[src/rtl/demux1x4_buf.sv]
// 1-to-4 demultiplexer with a two-entry FIFO per output channel.
// Each channel also keeps an 8-bit count of the bytes its consumer has taken.
module demux1x4_buf #(
   parameter int unsigned DATA_W = 8,
   parameter int unsigned DEPTH  = 2
) (
   input  logic              clk,
   input  logic              rst,
   input  logic [DATA_W-1:0] in_data,
   input  logic [1:0]        in_sel,
   input  logic              in_valid,
   output logic              in_ready,
   output logic [DATA_W-1:0] out_a,
   output logic [DATA_W-1:0] out_b,
   output logic [DATA_W-1:0] out_c,
   output logic [DATA_W-1:0] out_d,
   output logic [3:0]        out_valid,
   input  logic [3:0]        out_ready,
   output logic [31:0]       xfer_cnt
);

   localparam int unsigned NCH   = 4;
   localparam int unsigned CNT_W = 8;

   if (DEPTH != 2) begin : g_depth_check
      $error("demux1x4_buf supports DEPTH=2 only");
   end

   typedef enum logic [1:0] {
      EMPTY = 2'd0,
      ONE   = 2'd1,
      FULL  = 2'd2
   } fill_t;

   fill_t             state_q [NCH];
   fill_t             state_d [NCH];
   logic [DATA_W-1:0] head_q  [NCH];
   logic [DATA_W-1:0] head_d  [NCH];
   logic [DATA_W-1:0] tail_q  [NCH];
   logic [DATA_W-1:0] tail_d  [NCH];
   logic [CNT_W-1:0]  cnt_q   [NCH];
   logic [CNT_W-1:0]  cnt_d   [NCH];
   logic [NCH-1:0]    push;
   logic [NCH-1:0]    pop;

   // A full channel never accepts, even if it is being drained this cycle.
   always_comb begin
      in_ready = !rst && (state_q[in_sel] != FULL);
   end

   always_comb begin
      push = '0;
      pop  = '0;
      for (int k = 0; k < NCH; k++) begin
         push[k] = in_valid && in_ready && (in_sel == 2'(k));
         pop[k]  = out_ready[k] && (state_q[k] != EMPTY);
      end
   end

   // Per-channel next-state: head holds the oldest byte, tail the second one.
   always_comb begin
      state_d = state_q;
      head_d  = head_q;
      tail_d  = tail_q;
      cnt_d   = cnt_q;
      for (int k = 0; k < NCH; k++) begin
         case ({push[k], pop[k]})
            2'b10: begin
               if (state_q[k] == EMPTY) begin
                  head_d[k]  = in_data;
                  state_d[k] = ONE;
               end else begin
                  tail_d[k]  = in_data;
                  state_d[k] = FULL;
               end
            end
            2'b01: begin
               head_d[k]  = tail_q[k];
               tail_d[k]  = '0;
               state_d[k] = (state_q[k] == FULL) ? ONE : EMPTY;
               cnt_d[k]   = cnt_q[k] + CNT_W'(1);
            end
            2'b11: begin
               // Only reachable in ONE: the new byte replaces the departing head.
               head_d[k] = in_data;
               cnt_d[k]  = cnt_q[k] + CNT_W'(1);
            end
            default: ;
         endcase
      end
   end

   always_ff @(posedge clk or posedge rst) begin
      if (rst) begin
         for (int k = 0; k < NCH; k++) begin
            state_q[k] <= EMPTY;
            head_q[k]  <= '0;
            tail_q[k]  <= '0;
            cnt_q[k]   <= '0;
         end
      end else begin
         state_q <= state_d;
         head_q  <= head_d;
         tail_q  <= tail_d;
         cnt_q   <= cnt_d;
      end
   end

   always_comb begin
      out_valid = '0;
      for (int k = 0; k < NCH; k++) begin
         out_valid[k] = (state_q[k] != EMPTY);
      end
   end

   assign out_a    = head_q[0];
   assign out_b    = head_q[1];
   assign out_c    = head_q[2];
   assign out_d    = head_q[3];
   assign xfer_cnt = {cnt_q[3], cnt_q[2], cnt_q[1], cnt_q[0]};

endmodule

[config.mk]
export PLATFORM = sky130hd
export DESIGN_NAME = demux1x4_buf
export DESIGN_NICKNAME = d
export VERILOG_FILES = /design/src/rtl/demux1x4_buf.sv
export SDC_FILE = /design/constraint.sdc
export NUM_CORES = 1
export LEC_CHECK = 0
export BUFFER_PORTS_ARGS = -buffer_cell sky130_fd_sc_hd__clkbuf_2
export CORE_MARGIN = 3
export CORE_UTILIZATION = 40
export DETAILED_ROUTE_END_ITERATION = 12
export PLACE_DENSITY_LB_ADDON = 0.12
export RECOVER_POWER = 25
export REMOVE_ABC_BUFFERS = 1
export SETUP_SLACK_MARGIN = 0.2
export SYNTH_ARGS = -nofsm -noshare
export SYNTH_HDL_FRONTEND = slang
export SYNTH_SLANG_ARGS = --single-unit
[constraint.sdc]
create_clock -name clk -period 4 [get_ports clk]
set_input_delay 0.2 -clock clk [delete_from_list [all_inputs] [get_ports clk]]
set_output_delay 0.2 -clock clk [all_outputs]
set_load 0.05 [all_outputs]
==> results of run 1 <==
-- metal layers --
metal  wire length [um]  share of wire, %  global-route usage, %
met5                  0                 0                      0
met4                170               1.7                  5.934
met3                395               4.0                  3.254
met2               4409                45                  22.72
met1               4886                50                  20.63
-- worst min-delay path, delay by kind of cell --
family        cells  cell delay (ps)
xor+xnor          1               80
buf+inv           2              220
simple gates      1               60
-- cell type report --
cell class / instances / share of cell area (%)
sequential: 104 / 44.27
multi-input combinational: 268 / 39.12
timing repair buffer: 88 / 6.790
clock buffer: 12 / 4.023
tap: 168 / 3.576
clock inverter: 3 / 1.149
inverter: 15 / 1.064
-- cells by family after synthesis --
family | share of synthesized area, %
DFF | 51.59
adders and majority gates | 2.976
buffers and inverters | 2.232
xor gates and xnor gates | 5.556
and+or+nand+nor | 12.30
AOI/OAI and AO/OA | 8.829
muxes | 16.52
-- through the flow --
stage | total power [mW] | hold slack, ps | instance area [sq um] | instances
after floorplan | 4.024 | 387.5 | 4994 | 387
after global placement | 4.595 | 197.6 | 5647 | 642
after detailed placement | 4.647 | 206.6 | 5647 | 642
after CTS | 5.588 | 196.0 | 5961 | 658
after global routing | 5.795 | 272.6 | 5878 | 658
final | 5.437 | 264.2 | 5878 | 658
-- path summary, 6_finish.rpt --
path,to
max in group asynchronous,state_q[7]
min in group asynchronous,state_q[2]
worst min register to register,xfer_cnt[31]
worst max-delay path,tail_q[21]
worst max register to register,tail_q[21]
worst min-delay path,xfer_cnt[16]
-- cells in the final DEF (no fill, tap or decap), types with 5 or more instances in the layout --
| cell type | count |
|---|---|
| dfrtp_1 | 104 |
| mux2_2 | 66 |
| clkbuf_1 | 44 |
| clkbuf_2 | 44 |
| a21o_1 | 35 |
| nor2b_1 | 33 |
| xnor2_1 | 21 |
| nand2_1 | 14 |
| ha_1 | 12 |
| inv_1 | 11 |
| nand4_1 | 11 |
| xor2_1 | 11 |
| nand3_1 | 10 |
| nor3_1 | 9 |
| a21oi_1 | 9 |
| clkbuf_16 | 9 |
| nor2_1 | 5 |
| and3_1 | 5 |
-- power by group --
| group | internal [mW] | switching (mW) | total, mW |
|---|---|---|---|
| logic | 0.843 | 1.80 | 2.64 |
| registers | 1.52 | 0.361 | 1.88 |
| clock network | 0.546 | 0.368 | 0.914 |
-- cell usage after synthesis (all sizes together), types with 2 or more instances --
cell   number  share of area, %
dfrtp     104                52
mux2       66                15
a21o       35               5.2
nor2b      33               4.1
xnor2      21               3.6
nand2      16               1.4
inv        15               1.2
ha         12               3.0
a21oi      11               1.5
nand4      11               1.4
xor2       11               1.9
buf        10               1.0
nand3      10              0.99
nor3        9              0.89
and3        5              0.62
nor2        5              0.52
and4        4              0.69
mux2i       4               1.8
o21ai       3              0.74
nor3b       2              0.52
or2         2              0.30
-- state kept, by name, indices dropped and copies added, names as in the netlist --
register and cells:
out_a 8, tail_q 32, out_c 8, out_b 8, out_d 8, xfer_cnt 32
state_q 8
==> results_dict.tcl, run 1 <==
set metrics [dict create \
    drc 0 \
    routabilityCongestion 0.7819 \
    die_h_um 118.3 \
    utilization_pct 48.33 \
    hold_buffers 1 \
    grt_pass1_vias 3273 \
    multi_input_area_sq_um 2300 \
    grt-ovfl-total 0 \
    regArea_sq_um 2603 \
    syn_area_per_cell_sq_um 12.71 \
    num_io_pins 86 \
    async_flop_share_pct 100.0 \
    hpwl_um 7176 \
    clkLatencyLatePin_ps 340 \
    syn_area_sq_um 5045 \
    fin_skew_ps 4.196 \
    grt_max_degree 51 \
    setup_viol 0 \
    via_per_inst 4.901 \
    min_period_ps 3014 \
    post_cts_buffers 0 \
    reg2reg_depth 5 \
    cts_buffer_depth 2 \
    worstPathRequired_ps 4230 \
    crit_path_max_fanout 19 \
    cp_top_family "multiplexers" \
    track_usage_pct 14.89 \
    via_count 3225 \
    wl_per_cell_um 14.99 \
    synth.distinct_cells 40 \
    final_layout_size_suffix_gt1_share_pct 28.78 \
    ys_warn_count 0 \
    path_class "flip-flop to flip-flop" \
    clkTransAtPathRegs_ps 70 \
    hold_start "out_ready[2]" \
    crit_start "state_q[4]" \
    whs_path_depth 4 \
    hold_viol_final 0 \
    antenna_found_initial 0 \
    postSynthCellCount 397 \
    nets 515 \
    core_area_sq_um 12160 \
    grt_pass1_wl_um 16640 \
    dp_slack_ps 1395 \
    worst_slack_ps 985.6 \
    ys_ff_latch 104 \
    hold_path.class "input pin to flip-flop" \
    start_util_pct 41.48 \
    tritoncts.num_buffers 9 \
    pwr_density_cell_nw_per_um2 924.9 \
    critPathLaunchType "flip-flop" \
    max_freq_mhz 331.7 \
    fin_tns_setup_ps 0 \
    synth_edf_count 0 \
    seq_area_frac_synth_pct 51.59 \
    relSlewSlack_pct 32.10 \
    area_delta_synth_final_pct 16.52 \
    dieArea_sq_um 14000 \
    max-cap-violations 0 \
    worst_pin_slew_ps 1008 \
    io_buffers 85 \
    htreeDepth 3 \
    ir_drop_uv 381.3 \
    num_rows 40 \
    status "complete, no violations" \
    cpMaxStageDelayCell "o21ai_0" \
    wirelength_um 9862 \
    firstDrtPassIters 4 \
    drtIter0Drc 174 \
    die_x_um 118.3 \
    slowest_delay_ps 740 \
    antenna_left 0 \
    cp.depth 5 \
    timing.rr.start "state_q[4]" \
    slew_viol_final 0 \
    insertedDiodeCount 0 \
    p_leak_nw 2.812 \
    synthFlopType "dfrtp_1" \
    cts_resized 0 \
    cp_num_buf_inv 1 \
    cp.arrival_ps 3240 \
    rsz0062_at_grt "no" \
    cts_sinks 104 \
    timing.final.crit_share_pct 75.36 \
    clk_root_buffer_cell "clkbuf_16" \
    n_fill_cell 1166 \
    cts_tree "done" \
    worstPathCellList "o21ai_0 > inv_1 > ha_1 > mux2i_4 > mux2_2" \
    endpoint_kind "flip-flop" \
    reg2reg_setup_slack_ps 990 \
]
No activity file was read; power rests on OpenSTA's default activity.
==> run 2, diff against run 1 <==
clock period = 2.9 ns   (was 4 ns; I/O delays follow)
==> run 2 against run 1 <==
Compared with the run above:
- clock power grew 36%
- cell area grew 1.4%
- clock skew grew 2.6 ps
- register-to-register slack lost 330 ps
- critical path depth grew 2
- utilization grew 0.66 points
- worst setup slack lost 330 ps
- non-clock buffer count is the same
- sequential share of layout area shrank 0.59 points
- largest cell class unchanged
==> results_dict.tcl, run 2 (same netlist as run 1, synthesis figures left out) <==
set metrics [dict create \
    finalNonFillerCells 659 \
    reg2reg_setup_slack_ps 660 \
    relSlewSlack_pct 31.15 \
    cp_num_buf_inv 2 \
    hold_buffers 0 \
    htreeDepth 3 \
    p_int_mw 4.058 \
    tritoncts.num_buffers 9 \
    slew_viol_final 0 \
    clk_root_buffer_cell "clkbuf_16" \
    cts_resized 0 \
    grt-ovfl-total 0 \
    switching_power_mw 3.547 \
    via_per_inst 4.930 \
    worstPathCellList "nor2_4 > inv_2 > nand2_4 > inv_4 > ha_1 > mux2i_4 > mux2_2" \
    num_rows 40 \
    hold_path.class "input pin to asynchronous set/reset pin" \
    cts_sinks 104 \
    antenna_left 0 \
    grt_pass1_wl_um 16770 \
    clkLatencyLatePin_ps 350 \
    die_x_um 118.3 \
    final_cell_mix "dfrtp_1 (104), clkbuf_2 (85), mux2_2 (66)" \
    clkTransAtPathRegs_ps 70 \
    antenna_found_initial 0 \
    area_delta_synth_final_pct 18.11 \
    grt_pass1_vias 3339 \
    holdWs_ps 45.67 \
    r2r_end "tail_q[8]" \
    post_cts_buffers 0 \
    core_area_sq_um 12160 \
    track_usage_pct 14.99 \
    status "complete, no violations" \
    num_io_pins 86 \
    path_class "flip-flop to flip-flop" \
    switching_share_pct 46.64 \
    rsz0062_at_grt "no" \
    combPwrFrac_pct 49.0 \
    ir_drop_uv 729.6 \
    critPathLaunchType "flip-flop" \
    hold_viol_final 0 \
    nets 515 \
    crit_path_max_fanout 19 \
    wl_per_cell_um 14.99 \
    p_clk_share_pct 16.3 \
    firstDrtPassIters 4 \
    fin_tns_setup_ps 0 \
    max-cap-violations 0 \
    grt_max_degree 64 \
    hpwl_um 7274 \
    routabilityCongestion 0.7853 \
    worst_pin_slew_ps 1033 \
    p_leak_nw 2.949 \
    pwr-share-seq_pct 34.6 \
    cts_tree "done" \
    drc 0 \
    worstPathRequired_ps 3130 \
    min_period_ps 2245 \
    io_buffers 85 \
    wirelength_um 9881 \
    final_layout_size_suffix_gt1_share_pct 38.90 \
    cp_top_family "multiplexers" \
    endpoint_kind "flip-flop" \
    timing.final.crit_share_pct 77.40 \
    via_count 3249 \
    pwr_density_cell_nw_per_um2 1276 \
    dp.cells 643 \
    reg2reg_depth 7 \
    die_h_um 118.3 \
    cts_buffer_depth 2 \
    timing.rr.start "state_q[3]" \
    setup_viol 0 \
    insertedDiodeCount 0 \
    layout_commonest_cell "dfrtp_1" \
    start_util_pct 41.48 \
    cp.arrival_ps 2470 \
    drtIter0Drc 118 \
    fin_skew_ps 6.831 \
    slowest_delay_ps 450 \
    cpMaxStageDelayCell "dfrtp_1" \
    dieArea_sq_um 14000 \
    max_freq_mhz 445.5 \
]
## run 2: how the worst max path moves through the flow
stage / endpoint / slack, ps / depth (start not counted) / from
after floorplan: out_a[0] / 20 / 1 / rst
after global placement: tail_q[2] / 610 / 6 / rst
after detailed placement: tail_q[6] / 550 / 6 / rst
after CTS: tail_q[8] / 610 / 7 / state_q[3]
after global routing: tail_q[6] / 500 / 5 / state_q[1]
final: tail_q[8] / 660 / 7 / state_q[3]
## run 2: layout make-up
type,instances,area [sq um]
clock buffer,11,252.7
clock inverter,5,55.05
fill,1124,6203
inverter,15,63.81
multi-input combinational,268,2330
sequential,104,2603
tap,168,210.2
timing repair buffer,88,444.2
## run 2: worst register-to-register path: cells and delay by family (launching register included)
family / cells / cell delay [ps]
muxes: 2 / 820
DFF: 1 / 450
adders and majority gates: 1 / 440
buffers and inverters: 2 / 160
and+or+nand+nor: 2 / 260
## run 2: metrics by stage
step / area (sq um) / power [mW] / setup WS, ps / util (%)
4_1_cts: 5974 / 7.716 / 610.0 / 49.13
3_3_place_gp: 5667 / 6.349 / 613.8 / 46.59
5_1_grt: 5958 / 8.087 / 498.9 / 48.99
2_1_floorplan: 4994 / 5.551 / 22.81 / -
3_5_place_dp: 5667 / 6.440 / 552.6 / 46.59
6_report: 5958 / 7.604 / 655.4 / 48.99
## run 2: power by group through the flow
stage | Clock [mW] | Combinational (mW) | Sequential (mW)
final | 1.24 | 3.73 | 2.63
after global routing | 1.35 | 4.00 | 2.73
after CTS | 1.29 | 3.80 | 2.63
after detailed placement | 0 | 3.78 | 2.66
after global placement | 0 | 3.72 | 2.63
after floorplan | 0 | 1.68 | 3.87
## run 2: per-layer routing
| metal | vias up | global-route usage [%] | part of all wire, % | wire length (um) |
|---|---|---|---|---|
| met5 | - | 0 | 0 | 0 |
| met4 | 0 | 6.154 | 1.6 | 157 |
| met3 | 11 | 3.062 | 3.9 | 388 |
| met2 | 71 | 23.72 | 47 | 4611 |
| met1 | 1602 | 20.13 | 48 | 4723 |
| li1 | 1565 | - | - | - |
